$ cat src/rtl/clksel_req.sv
// clksel_req: CPU clock-source arbiter.
// Decides per CPU access whether the core may run on the fast HS clock or
// has to drop to the host LS (PHI2) clock. It requests a switch from the
// external clock controller and waits for that controller's asynchronous
// feedback. It abandons a switch that never settles and reports it with a
// one-cycle error pulse.
//
// Handshake: req_valid/req_addr are held stable by the requester until
// accepted. A transfer happens on a rising hsclk_in edge where
// req_valid & req_ready. req_ready is a combinational function of
// registered state, turbo, req_valid and req_addr only, and never of
// req_ready itself.
//
// state_o encoding: 0 WAIT_LS, 1 RUN_LS, 2 SW_TO_HS, 3 RUN_HS, 4 SW_TO_LS.
module clksel_req #(
    parameter int unsigned SYNC_STAGES = 2,
    parameter int unsigned TIMEOUT     = 255,
    parameter int unsigned LS_HOLD     = 16
) (
    input  logic        hsclk_in,
    input  logic        rst_b,
    input  logic        req_valid,
    input  logic [23:0] req_addr,
    output logic        req_ready,
    input  logic        cfg_we,
    input  logic [2:0]  cfg_wdata,
    output logic        hsclk_sel,
    output logic [1:0]  cpuclk_div_sel,
    input  logic        hsclk_selected,
    input  logic        lsclk_selected,
    output logic        switch_err,
    output logic [2:0]  state_o
);

    typedef enum logic [2:0] {
        WAIT_LS  = 3'd0,
        RUN_LS   = 3'd1,
        SW_TO_HS = 3'd2,
        RUN_HS   = 3'd3,
        SW_TO_LS = 3'd4
    } state_t;

    localparam int unsigned       HOLD_W   = $clog2(LS_HOLD + 1);
    localparam logic [HOLD_W-1:0] HOLD_MAX = HOLD_W'(LS_HOLD);
    localparam logic [7:0]        TO_MAX   = 8'(TIMEOUT);

    state_t                 state_q, state_d;
    logic [SYNC_STAGES-1:0] hs_sync_q, hs_sync_d;
    logic [SYNC_STAGES-1:0] ls_sync_q, ls_sync_d;
    logic [HOLD_W-1:0]      hold_cnt_q, hold_cnt_d;
    logic [7:0]             to_cnt_q, to_cnt_d;
    logic                   turbo_q, turbo_d;
    logic [1:0]             div_pend_q, div_pend_d;
    logic [1:0]             div_sel_q, div_sel_d;
    logic                   hsclk_sel_q, hsclk_sel_d;

    logic hs_s;
    logic ls_s;
    logic need_ls;
    logic accept;
    logic in_switch;

    // Feedback synchronisers: shift each raw feedback bit in at stage 0.
    always_comb begin
        hs_sync_d = (hs_sync_q << 1) | SYNC_STAGES'(hsclk_selected);
        ls_sync_d = (ls_sync_q << 1) | SYNC_STAGES'(lsclk_selected);
    end

    // Only the last synchroniser stage is ever read by the control logic.
    assign hs_s = hs_sync_q[SYNC_STAGES-1];
    assign ls_s = ls_sync_q[SYNC_STAGES-1];

    // Classify the pending access: host-owned windows, or turbo off, need LS.
    always_comb begin
        need_ls = 1'b0;
        if (req_addr[23:16] == 8'hFF) begin
            need_ls = 1'b1;
        end
        if ((req_addr[23:16] == 8'h00) &&
            (req_addr[15:0] >= 16'hFC00) && (req_addr[15:0] <= 16'hFEFF)) begin
            need_ls = 1'b1;
        end
        if (!turbo_q) begin
            need_ls = 1'b1;
        end
    end

    // FSM next state plus the combinational handshake and error outputs.
    // When feedback settles in the same cycle the timeout expires, the
    // completed switch wins and no error is raised.
    always_comb begin
        state_d    = state_q;
        req_ready  = 1'b0;
        switch_err = 1'b0;
        case (state_q)
            WAIT_LS: begin
                if (ls_s && !hs_s) begin
                    state_d = RUN_LS;
                end
            end
            RUN_LS: begin
                req_ready = req_valid && need_ls;
                if (req_valid && !need_ls && (hold_cnt_q == HOLD_MAX)) begin
                    state_d = SW_TO_HS;
                end
            end
            SW_TO_HS: begin
                if (hs_s && !ls_s) begin
                    state_d = RUN_HS;
                end else if (to_cnt_q == TO_MAX) begin
                    state_d    = WAIT_LS;
                    switch_err = 1'b1;
                end
            end
            RUN_HS: begin
                req_ready = req_valid && !need_ls;
                if (req_valid && need_ls) begin
                    state_d = SW_TO_LS;
                end
            end
            SW_TO_LS: begin
                if (ls_s && !hs_s) begin
                    state_d = WAIT_LS;
                end else if (to_cnt_q == TO_MAX) begin
                    state_d    = WAIT_LS;
                    switch_err = 1'b1;
                end
            end
            default: begin
                state_d = WAIT_LS;
            end
        endcase
    end

    assign accept    = req_valid && req_ready;
    assign in_switch = (state_q == SW_TO_HS) || (state_q == SW_TO_LS);

    // Counters, configuration and the registered clock-controller outputs.
    always_comb begin
        hold_cnt_d  = hold_cnt_q;
        to_cnt_d    = 8'd0;
        turbo_d     = turbo_q;
        div_pend_d  = div_pend_q;
        div_sel_d   = div_sel_q;
        hsclk_sel_d = (state_d == SW_TO_HS) || (state_d == RUN_HS);

        // LS dwell counter: restarts on arrival in RUN_LS and after every
        // LS transfer, and saturates so the HS return gate stays open.
        if ((state_q == WAIT_LS) && (state_d == RUN_LS)) begin
            hold_cnt_d = '0;
        end else if (state_q == RUN_LS) begin
            if (accept) begin
                hold_cnt_d = '0;
            end else if (hold_cnt_q < HOLD_MAX) begin
                hold_cnt_d = hold_cnt_q + HOLD_W'(1);
            end
        end

        // Switch timeout: counts only while staying in the same switch state;
        // any entry into a switch state starts it again from zero.
        if (in_switch && (state_d == state_q)) begin
            to_cnt_d = to_cnt_q + 8'd1;
        end

        if (cfg_we) begin
            turbo_d    = cfg_wdata[0];
            div_pend_d = cfg_wdata[2:1];
        end
        // A failed switch forces LS operation even against a same-cycle write.
        if (switch_err) begin
            turbo_d = 1'b0;
        end

        // The divider only moves while the core is firmly on the LS clock.
        if ((state_q == WAIT_LS) || (state_q == RUN_LS)) begin
            div_sel_d = div_pend_q;
        end
    end

    // State and datapath registers with asynchronous active-low reset.
    always_ff @(posedge hsclk_in or negedge rst_b) begin
        if (!rst_b) begin
            state_q     <= WAIT_LS;
            hs_sync_q   <= '0;
            ls_sync_q   <= '0;
            hold_cnt_q  <= '0;
            to_cnt_q    <= 8'd0;
            turbo_q     <= 1'b0;
            div_pend_q  <= 2'b00;
            div_sel_q   <= 2'b00;
            hsclk_sel_q <= 1'b0;
        end else begin
            state_q     <= state_d;
            hs_sync_q   <= hs_sync_d;
            ls_sync_q   <= ls_sync_d;
            hold_cnt_q  <= hold_cnt_d;
            to_cnt_q    <= to_cnt_d;
            turbo_q     <= turbo_d;
            div_pend_q  <= div_pend_d;
            div_sel_q   <= div_sel_d;
            hsclk_sel_q <= hsclk_sel_d;
        end
    end

    assign hsclk_sel      = hsclk_sel_q;
    assign cpuclk_div_sel = div_sel_q;
    assign state_o        = state_q;

endmodule

$ cat config.mk
export PLATFORM = sky130hd
export DESIGN_NAME = clksel_req
export DESIGN_NICKNAME = d
export VERILOG_FILES = /design/src/rtl/clksel_req.sv
export SDC_FILE = /design/constraint.sdc
export NUM_CORES = 1
export LEC_CHECK = 0
export CAP_MARGIN = 0
export CORE_UTILIZATION = 35
export CTS_BUF_LIST = sky130_fd_sc_hd__clkbuf_4 sky130_fd_sc_hd__clkbuf_8
export CTS_CLUSTER_SIZE = 10
export DETAILED_ROUTE_END_ITERATION = 10
export DONT_BUFFER_PORTS = 1
export SLEW_MARGIN = 10
export SYNTH_ARGS = -nofsm -noshare
export SYNTH_HDL_FRONTEND = slang
export SYNTH_SLANG_ARGS = --single-unit
export TNS_END_PERCENT = 50
$ cat constraint.sdc
create_clock -name hsclk_in -period 1.7 [get_ports hsclk_in]
set_clock_uncertainty 0.2 [all_clocks]
set_input_delay 0.255 -clock hsclk_in [delete_from_list [all_inputs] [get_ports hsclk_in]]
set_output_delay 0.255 -clock hsclk_in [all_outputs]
set_load 0.1 [all_outputs]
=== Word level (Yosys, flattened, before mapping) ===
Cells that the tools add are included.

* Register bits after elaboration: 26
* Output and inout bits: 8
* Input bits: 33
* Logic and storage cells: 71

* Equal/unequal tests: 11
* Bitwise logic cells: 2
* $add $sub $neg: 2
* Order comparisons: 3
* Muxes and demuxes: 22
* Reduce and logical (&&, ||, !) cells: 22

{| class="wikitable"
|+ Operators with widths
! operator !! count
|-
| $mux 5 || 4
|-
| $mux 3 || 6
|-
| $eq 8x8->1 const B || 2
|-
| $ge 16x16->1 const B || 1
|-
| $le 16x16->1 const B || 1
|-
| $pmux 3 s5 || 1
|-
| $eq 3x2->1 const B || 4
|-
| $logic_and 1x1->1 || 10
|-
| $add 8x1->8 const B || 1
|-
| $logic_not 8->1 || 1
|-
| $mux 1 || 8
|-
| $mux 8 || 1
|-
| $eq 3x1->1 const B || 2
|-
| $add 5x1->5 const B || 1
|-
| $eq 5x5->1 const B || 1
|-
| $lt 5x5->1 const B || 1
|-
| $or 2x1->2 || 2
|-
| $pmux 1 s2 || 2
|-
| $reduce_bool 2->1 || 2
|-
| $eq 3x3->1 || 1
|-
| $eq 3x3->1 const B || 1
|-
| $logic_not 1->1 || 3
|-
| $logic_not 3->1 || 1
|-
| $logic_or 1x1->1 || 3
|-
| 2 further kinds || 2
|}

=== Depth between registers and ports, before layout ===
Gate-level depths: netlist (run 1).

* Depth after elaboration: 14
* Mapped depth: 6
* Gate-level depth less buffers: 6

=== Worst setup path after synthesis (run 1) ===
Ideal clock, no wire load.

* Path kind: register to register
* From: reg state_q[1], in the netlist state_o[1]
* To: reg turbo_q
* Data required time: 1.338 ns
* Clock period less this slack: 2.920 ns
* Library setup time: 0.162 ns
* Path slack: -1.220 ns
* Data arrival time: 2.558 ns
* Buffers on the path: 0
* Cell stages (with the launch flop): 6
* Cells stage by stage: dfrtp_1 > inv_1 > or3_1 > a21oi_1 > and2_1 > nor2_1

* Longest elaborated chain between the ends: 3
* Elaborated cells between the ends (all ways): 5
* Those cells by class: eq/ne (2); mux (2); reduce/logical (1)

{| class="wikitable"
|+ RTL lines
! element !! line !! text
|-
| start: declaration || 47 || <nowiki>state_t state_q, state_d;</nowiki>
|-
| start signal: assignment || 193 || <nowiki>state_q <= state_d;</nowiki>
|-
| $eq 3x3->1 / $eq 3x2->1 (equally long branches) || 95 || <nowiki>case (state_q)</nowiki>
|-
| $pmux 1 s2 * || 95 ||
|-
| named net switch_err || 31 || <nowiki>output logic switch_err,</nowiki>
|-
| $mux 1 / $reduce_bool 2->1 (equally long branches) || - ||
|-
| end signal: assignment || 198 || <nowiki>turbo_q <= turbo_d;</nowiki>
|-
| end: declaration || 52 || <nowiki>logic turbo_q, turbo_d;</nowiki>
|}

Mark *: on every way through the listed nets, which the timed path passes. The rest lies on a longest branch.
A chain may end at the register's enable or synchronous reset.

=== Worst setup path in the final report (run 1) ===
* From: reg hs_sync_q[1]
* To: out switch_err

* Longest elaborated chain between the ends: 4
* Elaborated cells between the ends (all ways): 6
* Those cells by class: mux (3); reduce/logical (3)

{| class="wikitable"
|+ RTL lines
! element !! line !! text
|-
| start: declaration || 48 || <nowiki>logic [SYNC_STAGES-1:0] hs_sync_q, hs_sync_d;</nowiki>
|-
| start signal: assignment || 194 || <nowiki>hs_sync_q <= hs_sync_d;</nowiki>
|-
| $logic_not 1->1 || 122 || <nowiki>if (ls_s && !hs_s) begin</nowiki>
|-
| $logic_and 1x1->1 || 122 ||
|-
| $mux 1 || 122 ||
|-
| $pmux 1 s2 * || 95 ||
|-
| end: declaration || 31 ||
|}

Mark *: on every way between the ends. The rest lies on a longest branch, timed or not.

==> results of run 1 <==
report_power, final:
group	switching (mW)	total (mW)	internal [mW]
Clock	0.194	0.400	0.207
Combinational	0.368	0.685	0.317
Sequential	0.0692	0.762	0.693
timing repair:
action / 4_1_cts / 5_1_grt
gates cloned: 0 / 0
pin swaps: 5 / 5
hold buffers: 10 / 0
setup endpoints to repair: 13 / 15
setup buffers: 1 / 2
endpoints found under the hold margin: 31 / 0
gates resized for setup: 12 / 6
through the flow:
stage / TNS [ns] / instances
final: -0.815 / 223
after floorplan: -1.39 / 127
after global routing: -2.12 / 223
after detailed placement: -1.77 / 206
after CTS: -0.832 / 221
after global placement: -1.50 / 206
area by class of cell:
class	count	area (sq um)
fillers	327	1730
inverters	5	21.3
multi-input cells	95	729
flip-flops and latches	26	662
well taps	48	60.1
repair buffers	45	405
clock buffers	4	55.1
layer usage:
layer	vias up	share of wire
li1	548	-
met1	532	0.46
met2	17	0.51
met3	0	0.031
met4	0	0
met5	-	0
placed cells by master, fill, tap and decap left out, drive strengths merged, types with 2 or more instances in the layout:
cell type,n
buf,36
dfrtp,26
nor2,21
dlygate4sd3,9
xnor2,6
o21ai,6
nand3,5
nand2,5
inv,5
xor2,4
mux2,4
clkbuf,4
nand4,3
nand2b,3
ha,3
nor4,3
o31ai,2
o211ai,2
nor2b,2
or2,2
a21oi,2
nor3,2
and3,2
worst max-delay path by stage:
stage	startpoint	endpoint	slack [ns]	cells after the start
6_report	hs_sync_q[1]	switch_err	-0.36	5
5_1_grt	hs_sync_q[1]	switch_err	-0.43	5
4_1_cts	hs_sync_q[1]	switch_err	-0.38	5
3_5_place_dp	req_addr[19]	req_ready	-0.35	6
3_3_place_gp	req_addr[19]	req_ready	-0.34	6
2_1_floorplan	req_addr[19]	req_ready	-0.38	5
logic make-up (layout without fill, tap and decap cells):
logic type,after synthesis,after routing,share of synthesized area
compound gates,20,20,0.111
mux,5,5,0.0414
fa+ha+maj,3,3,0.0283
flops,26,26,0.490
buf+inv,6,54,0.0179
simple gates,57,57,0.246
xor+xnor,10,10,0.0659
flip-flops by register name, indices dropped and copies added (netlist names):
name and cells:
to_cnt_q 8, hold_cnt_q 5, state_o 3, cpuclk_div_sel 2
ls_sync_q 2, hs_sync_q 2, turbo_q 1, div_pend_q 2
hsclk_sel 1
critical path, cell delays in order (launching register included):
cell and delay, ns:
dfrtp_1 0.38, nor2b_4 0.13, or3_4 0.37, a21oi_2 0.12, and2_4 0.16, buf_12 0.17
==> run metrics, run 1 <==
syn avg cell area=10.5 sq um; Post-synth EDFFs=0; post-synthesis sequential area ratio=0.490; core outline area=3660 sq um; Hold Path End=state_o[2]; Post-synth top flop=dfrtp_1; final hold vios=0; I/O pin count=41; RR Endpoint=hold_cnt_q[2]; hold_sp=req_valid; Inserted Clock Buffers=3; pins over their slew limit=0; final hold slack=0.0870 ns; placed inst area=1680 sq um; WHS Path Cells=3; GRT Overall Usage=0.153; CTS tree=built; Vias=1097; Routed WL per cell=13.0 um; maximum clock rate=485 MHz; WL final=2.90 mm; Synth Instances=127; first-pass GRT wire length=4.96 mm; die area=4050 sq um; commonest cells in the netlist=dfrtp_1, nor2_1, xnor2_1; ant diodes=0; vias per cell=4.92; most common cell in the netlist=dfrtp_1; met3 GRT Util=0.0217; nets@finish=212; Synth top area share=0.490; # clock sinks=26; Pre-Repair DR Iteration Count=4; violations in the final reports=setup timing; cell taking the most area after synthesis=dfrtp_1; Synth area leaders=dfrtp_1, nor2_1, xnor2_1; final setup fails=7; Initial Utilization=0.363; antenna violations before repair=0; CTS clk-pin slew, worst paths=0.09 ns; RD Place Congestion=0.806; clk root buf=clkbuf_8; die height=63.6 um; DR iter-0 viols=27; unrepaired setup endpoints after global routing=yes; Seq cells post-synth=26; YS warnings=0; # DRC=0; Worst Tran Pin Value=0.356 ns; share of cells above drive strength 1=0.400; vias in the first global route=1129; CP required=1.24 ns; type of origin of the critical path=flip-flop; gr busiest metal=met2; num rows=22; critical path class=reg -> out; endpoint class of the critical path=output pin; H-tree depth=1; Max VDD drop=0.673 mV; worst rel slew slack=0.761; Placement Setup Slack=-0.350 ns; HPWL Detailed=2.07 mm; min-delay worst type=in -> reg; Total Power=1.85 mW; met2 Use GR=0.269; Max clock buf depth=2; pwr dens=956 nW/um^2; Die X=63.6 um; minimum clock period=2.06 ns; IO Port Bufs=0; total grt overflow=0; Lkg Pwr=0.830 nW; Reg2Reg Depth=7; Max Cap Viol=0; largest net degree at the start of global routing=27; Mapped Area=1330 sq um; worst setup margin=-0.362 ns; Final Cycle Share=1.21; FF-to-FF Start=state_o[1]; Synth cell types=42; Post-synth ARST share=1.00; design area=1930 sq um; Syn Nets=163; flop-to-flop setup slack=-0.05 ns; routing usage on met1=0.194; status=finished with violations; crit-path max FO=2; final core utilization=0.528; Post-DRT Antenna Nets=0; WP data arrival=1.61 ns; area delta synth->final=45.5%; Clk Latency, worst-skew pair=0.27 ns
No activity file was read; power rests on OpenSTA's default activity.
==> inputs of run 2 (changes only) <==
--- a/config.mk
+++ b/config.mk
@@ -11,6 +11,7 @@
 export CTS_CLUSTER_SIZE = 10
 export DETAILED_ROUTE_END_ITERATION = 10
 export DONT_BUFFER_PORTS = 1
+export SKIP_CTS_REPAIR_TIMING = 1
 export SLEW_MARGIN = 10
 export SYNTH_ARGS = -nofsm -noshare
 export SYNTH_HDL_FRONTEND = slang
==> run 2 against run 1 <==
Against the previous run: the flow still finishes with violations (setup timing); clock-buffer cell count did not move; critical path type unchanged; wire length down 1.4%; largest cell class unchanged; first-iteration DRC count is 30% higher; sequential power about the same; largest power group unchanged.
==> run metrics, run 2 (same netlist as run 1, synthesis figures left out) <==
area delta synth->final=44.3% (was 45.5%); I/O pin count=41 (unchanged); hold_sp=req_valid (unchanged); H-tree depth=1 (unchanged); # DRC=0 (unchanged); Pre-Repair DR Iteration Count=4 (unchanged); unrepaired setup endpoints after global routing=yes (unchanged); CP required=1.24 ns (about the same); GRT Overall Usage=0.142 (was 0.153); minimum clock period=2.07 ns (was 2.06 ns); DR iter-0 viols=35 (was 27); Total Power=1.86 mW (was 1.85 mW); placed cell count=206 (unchanged); violations in the final reports=setup timing (unchanged); largest net degree at the start of global routing=27 (unchanged); total grt overflow=0 (unchanged); Largest register FFs=8 (unchanged); first-pass GRT wire length=4.63 mm (was 4.96 mm); vias per cell=4.90 (was 4.92); Max VDD drop=0.678 mV (was 0.673 mV); WL final=2.86 mm (was 2.90 mm); flop-to-flop setup slack=-0.03 ns (was -0.05 ns); num rows=22 (unchanged); final core utilization=0.524 (was 0.528); antenna violations before repair=0 (unchanged); HPWL Detailed=2.07 mm (unchanged); clk root buf=clkbuf_8 (unchanged); placed inst area=1680 sq um (unchanged); Non-Filler Instances=222 (was 223); FF-to-FF Start=hs_sync_q[1] (was state_o[1]); Initial Utilization=0.363 (unchanged); multi-input combinational cell area=721 sq um (was 729 sq um); die height=63.6 um (unchanged); share of cells above drive strength 1=0.391 (was 0.400); commonest non-fill, non-tap cell in the layout=buf_4 (unchanged); design area=1920 sq um (was 1930 sq um); IO Port Bufs=0 (unchanged); commonest non-fill, non-tap cells in the layout=buf_4, dfrtp_1, nor2_1 (unchanged); ant diodes=0 (unchanged); final hold vios=0 (unchanged); vias in the first global route=1068 (was 1129); Reg with most FFs=to_cnt_q (unchanged); Die X=63.6 um (unchanged); maximum clock rate=482 MHz (was 485 MHz); Fill cells=319 (was 327); CTS tree=built (unchanged); worst setup margin=-0.374 ns (was -0.362 ns); nets@finish=211 (was 212); core outline area=3660 sq um (unchanged); # clock sinks=26 (unchanged); WHS Path Cells=3 (unchanged); die area=4050 sq um (unchanged); Final Cycle Share=1.22 (was 1.21); worst rel slew slack=0.769 (was 0.761); critical path class=reg -> out (unchanged); Worst Tran Pin Value=0.343 ns (was 0.356 ns); Lkg Pwr=0.816 nW (was 0.830 nW); RR Endpoint=to_cnt_q[7] (was hold_cnt_q[2]); type of origin of the critical path=flip-flop (unchanged); WP data arrival=1.62 ns (was 1.61 ns); final setup fails=8 (was 7); Clk Latency, worst-skew pair=0.27 ns (about the same); endpoint class of the critical path=output pin (unchanged); Inserted Clock Buffers=3 (unchanged); Routed WL per cell=12.9 um (was 13.0 um); CTS clk-pin slew, worst paths=0.09 ns (about the same); register area=662 sq um (unchanged); Vias=1087 (was 1097); Hold Path End=state_o[2] (unchanged); Post-DRT Antenna Nets=0 (unchanged); pins over their slew limit=0 (unchanged); Reg2Reg Depth=6 (was 7); status=finished with violations (unchanged); RD Place Congestion=0.806 (unchanged); Max clock buf depth=2 (unchanged); Max Cap Viol=0 (unchanged); min-delay worst type=in -> reg (unchanged); crit-path max FO=3 (was 2); pwr dens=970 nW/um^2 (was 956 nW/um^2)
run 2: how the worst max path moves through the flow:
stage / cells past startpoint / startpoint / endpoint / slack (ns)
2_1_floorplan: 5 / req_addr[19] / req_ready / -0.38
3_3_place_gp: 6 / req_addr[19] / req_ready / -0.34
3_5_place_dp: 6 / req_addr[19] / req_ready / -0.35
4_1_cts: 4 / state_o[2] / switch_err / -0.39
5_1_grt: 5 / hs_sync_q[1] / switch_err / -0.43
6_report: 4 / state_o[2] / switch_err / -0.37
run 2: cell type report:
class	count	area share
clock buffers	4	0.0287
inverters	5	0.0111
multi-input cells	95	0.376
flip-flops and latches	26	0.345
well taps	48	0.0313
repair buffers	44	0.208
run 2: through the flow:
| stage | hold WS, ns | setup WS (ns) | setup TNS (ns) |
|---|---|---|---|
| 2_1_floorplan | -0.241 | -0.378 | -1.39 |
| 3_3_place_gp | -0.240 | -0.341 | -1.50 |
| 3_5_place_dp | -0.240 | -0.350 | -1.77 |
| 4_1_cts | -0.537 | -0.394 | -1.62 |
| 5_1_grt | 0.0940 | -0.432 | -1.91 |
| 6_report | 0.0873 | -0.374 | -0.822 |
run 2: worst max-delay path: stages (launching register included):
cell	delay, ns
dfrtp_4	0.50
or3_4	0.40
a21oi_2	0.12
and2_4	0.16
buf_12	0.17
run 2: where the power goes:
| part | internal, mW | switching [mW] | leakage, nW |
|---|---|---|---|
| clock | 0.207 | 0.192 | 0.0288 |
| sequential | 0.692 | 0.0694 | 0.329 |
| combinational | 0.324 | 0.375 | 0.458 |
| total | 1.22 | 0.636 | 0.816 |
run 2: per-layer routing:
metal,wire length [um],vias up,GRT usage,share of wire
li1,-,546,-,-
met1,1270,522,0.181,0.44
met2,1500,19,0.247,0.52
met3,98,0,0.0217,0.034
met4,0,0,0.0398,0
met5,0,-,0,0
==> inputs of run 3 (changes only) <==
==> constraint.sdc (replaced) <==
create_clock -name hsclk_in -period 1.7 [get_ports hsclk_in]
set_clock_uncertainty 0.2 [all_clocks]
set_input_delay 0.085 -clock hsclk_in [delete_from_list [all_inputs] [get_ports hsclk_in]]
set_output_delay 0.085 -clock hsclk_in [all_outputs]
set_load 0.1 [all_outputs]
==> run 3 against run 2 <==
Against the previous run: the flow still finishes with violations (setup timing); non-clock buffer count down 5; sequential power increased by 0.9%; combinational power fell by 3%; die area is the same; wire length grew 0.45%; fmax grew 7.8%; first-iteration DRC count decreased by 20%; sequential share of layout area stayed put; largest cell class unchanged.
==> run metrics, run 3 (same netlist as run 1, synthesis figures left out) <==
status=finished with violations (unchanged); violations in the final reports=setup timing (unchanged); placed inst area=1610 sq um (was 1680 sq um); Critical Path Start=state_o[1] (was state_o[2]); Int Power=1.31 mW (was 1.22 mW); area delta synth->final=44.3% (unchanged); ant diodes=0 (unchanged); Max VDD drop=0.737 mV (was 0.678 mV); first-pass GRT wire length=4.85 mm (was 4.63 mm); WP data arrival=1.64 ns (was 1.62 ns); flop-to-flop setup slack=-0.11 ns (was -0.03 ns); Placement Setup Slack=-0.0927 ns (was -0.350 ns); Fill cells=326 (was 319); RD Place Congestion=0.809 (was 0.806); Reg with most FFs=to_cnt_q (unchanged); Routed WL per cell=13.2 um (was 12.9 um); # clock sinks=26 (unchanged); Post-DRT Antenna Nets=0 (unchanged); Final Cycle Share=1.13 (was 1.22); switch share=0.331 (was 0.342); design area=1920 sq um (unchanged); worst setup margin=-0.224 ns (was -0.374 ns); CTS clk-pin slew, worst paths=0.09 ns (about the same); worst rel slew slack=0.750 (was 0.769); worst setup path endpoint=switch_err (unchanged); Pre-Repair DR Iteration Count=4 (unchanged); min-delay worst type=in -> reg (unchanged); minimum clock period=1.92 ns (was 2.07 ns); GRT Overall Usage=0.149 (was 0.142); pwr dens=1020 nW/um^2 (was 970 nW/um^2); register area=662 sq um (unchanged); type of origin of the critical path=flip-flop (unchanged); clk root buf=clkbuf_8 (unchanged); CP required=1.41 ns (was 1.24 ns); IO Port Bufs=0 (unchanged); Lkg Pwr=0.806 nW (was 0.816 nW); Worst Tran Pin Value=0.372 ns (was 0.343 ns); final hold vios=0 (unchanged); antenna violations before repair=0 (unchanged); commonest non-fill, non-tap cell in the layout=buf_4 (unchanged); endpoint class of the critical path=output pin (unchanged); multi-input combinational cell area=747 sq um (was 721 sq um); commonest non-fill, non-tap cells in the layout=buf_4, dfrtp_1, nor2_1 (unchanged); Reg2Reg Depth=6 (unchanged); core outline area=3660 sq um (unchanged); Inserted Clock Buffers=3 (unchanged); final hold slack=0.0192 ns (was 0.0873 ns); WL final=2.88 mm (was 2.86 mm); # DRC=0 (unchanged); vias in the first global route=1151 (was 1068); DR iter-0 viols=28 (was 35); critical path class=reg -> out (unchanged); Clk Latency, worst-skew pair=0.27 ns (about the same); maximum clock rate=520 MHz (was 482 MHz); Total Power=1.96 mW (was 1.86 mW); HPWL Detailed=2.10 mm (was 2.07 mm); num rows=22 (unchanged); pins over their slew limit=0 (unchanged); H-tree depth=1 (unchanged); Largest register FFs=8 (unchanged); Reg power frac=0.392 (was 0.410); Max clock buf depth=2 (unchanged); Sw Pwr=0.649 mW (was 0.636 mW); share of cells above drive strength 1=0.379 (was 0.391); unrepaired setup endpoints after global routing=yes (unchanged); hold_sp=req_valid (unchanged); vias per cell=5.19 (was 4.90); Initial Utilization=0.363 (unchanged); final setup fails=8 (unchanged); die area=4050 sq um (unchanged); Comb pwr share=0.347 (was 0.376); clock power share=0.261 (was 0.214); FF-to-FF Start=state_o[2] (was hs_sync_q[1]); I/O pin count=41 (unchanged); nets@finish=206 (was 211); largest net degree at the start of global routing=27 (unchanged); RR Endpoint=hold_cnt_q[3] (was to_cnt_q[7]); CTS tree=built (unchanged); Max Cap Viol=0 (unchanged); total grt overflow=0 (unchanged); final core utilization=0.524 (unchanged); Vias=1127 (was 1087); crit-path max FO=5 (was 3); die height=63.6 um (unchanged); Die X=63.6 um (unchanged)
run 3: power groups by stage:
stage	registers [mW]	logic, mW	clock network [mW]
after floorplan	0.876	0.317	0
after global placement	0.769	0.560	0
after detailed placement	0.774	0.575	0
after CTS	0.762	0.578	0.522
after global routing	0.783	0.723	0.547
final	0.769	0.680	0.511
run 3: worst min-delay path by stage:
stage | end | cells past startpoint
after CTS | state_o[0] | 0
after detailed placement | to_cnt_q[2] | 0
after global placement | hsclk_sel | 0
final | state_o[1] | 3
after floorplan | cpuclk_div_sel[0] | 0
after global routing | to_cnt_q[2] | 2
run 3: cell type report:
| cell class | count | area share |
|---|---|---|
| Sequential cell | 26 | 0.345 |
| Tap cell | 48 | 0.0313 |
| Clock buffer | 3 | 0.0215 |
| Clock inverter | 1 | 0.0157 |
| Inverter | 5 | 0.0111 |
| Multi-Input combinational cell | 95 | 0.390 |
| Timing Repair Buffer | 39 | 0.185 |
run 3: metal layers:
layer | routed length, um | vias to the layer above | GRT usage
met3 | 100 | 4 | 0.0217
met1 | 1260 | 553 | 0.180
met5 | 0 | - | 0
met4 | 24 | 0 | 0.0511
li1 | - | 536 | -
met2 | 1490 | 34 | 0.267
run 3: critical path, stage by stage (launching register included):
cell,delay [ns]
dfrtp_4,0.46
inv_4,0.05
or3_4,0.39
a21oi_2,0.14
and2_4,0.17
buf_12,0.17
run 3: stage by stage:
stage / cells / TNS, ns
2_1_floorplan: 127 / -0.648
3_3_place_gp: 195 / -0.0947
3_5_place_dp: 195 / -0.145
4_1_cts: 199 / -0.436
5_1_grt: 217 / -1.62
6_report: 217 / -0.554
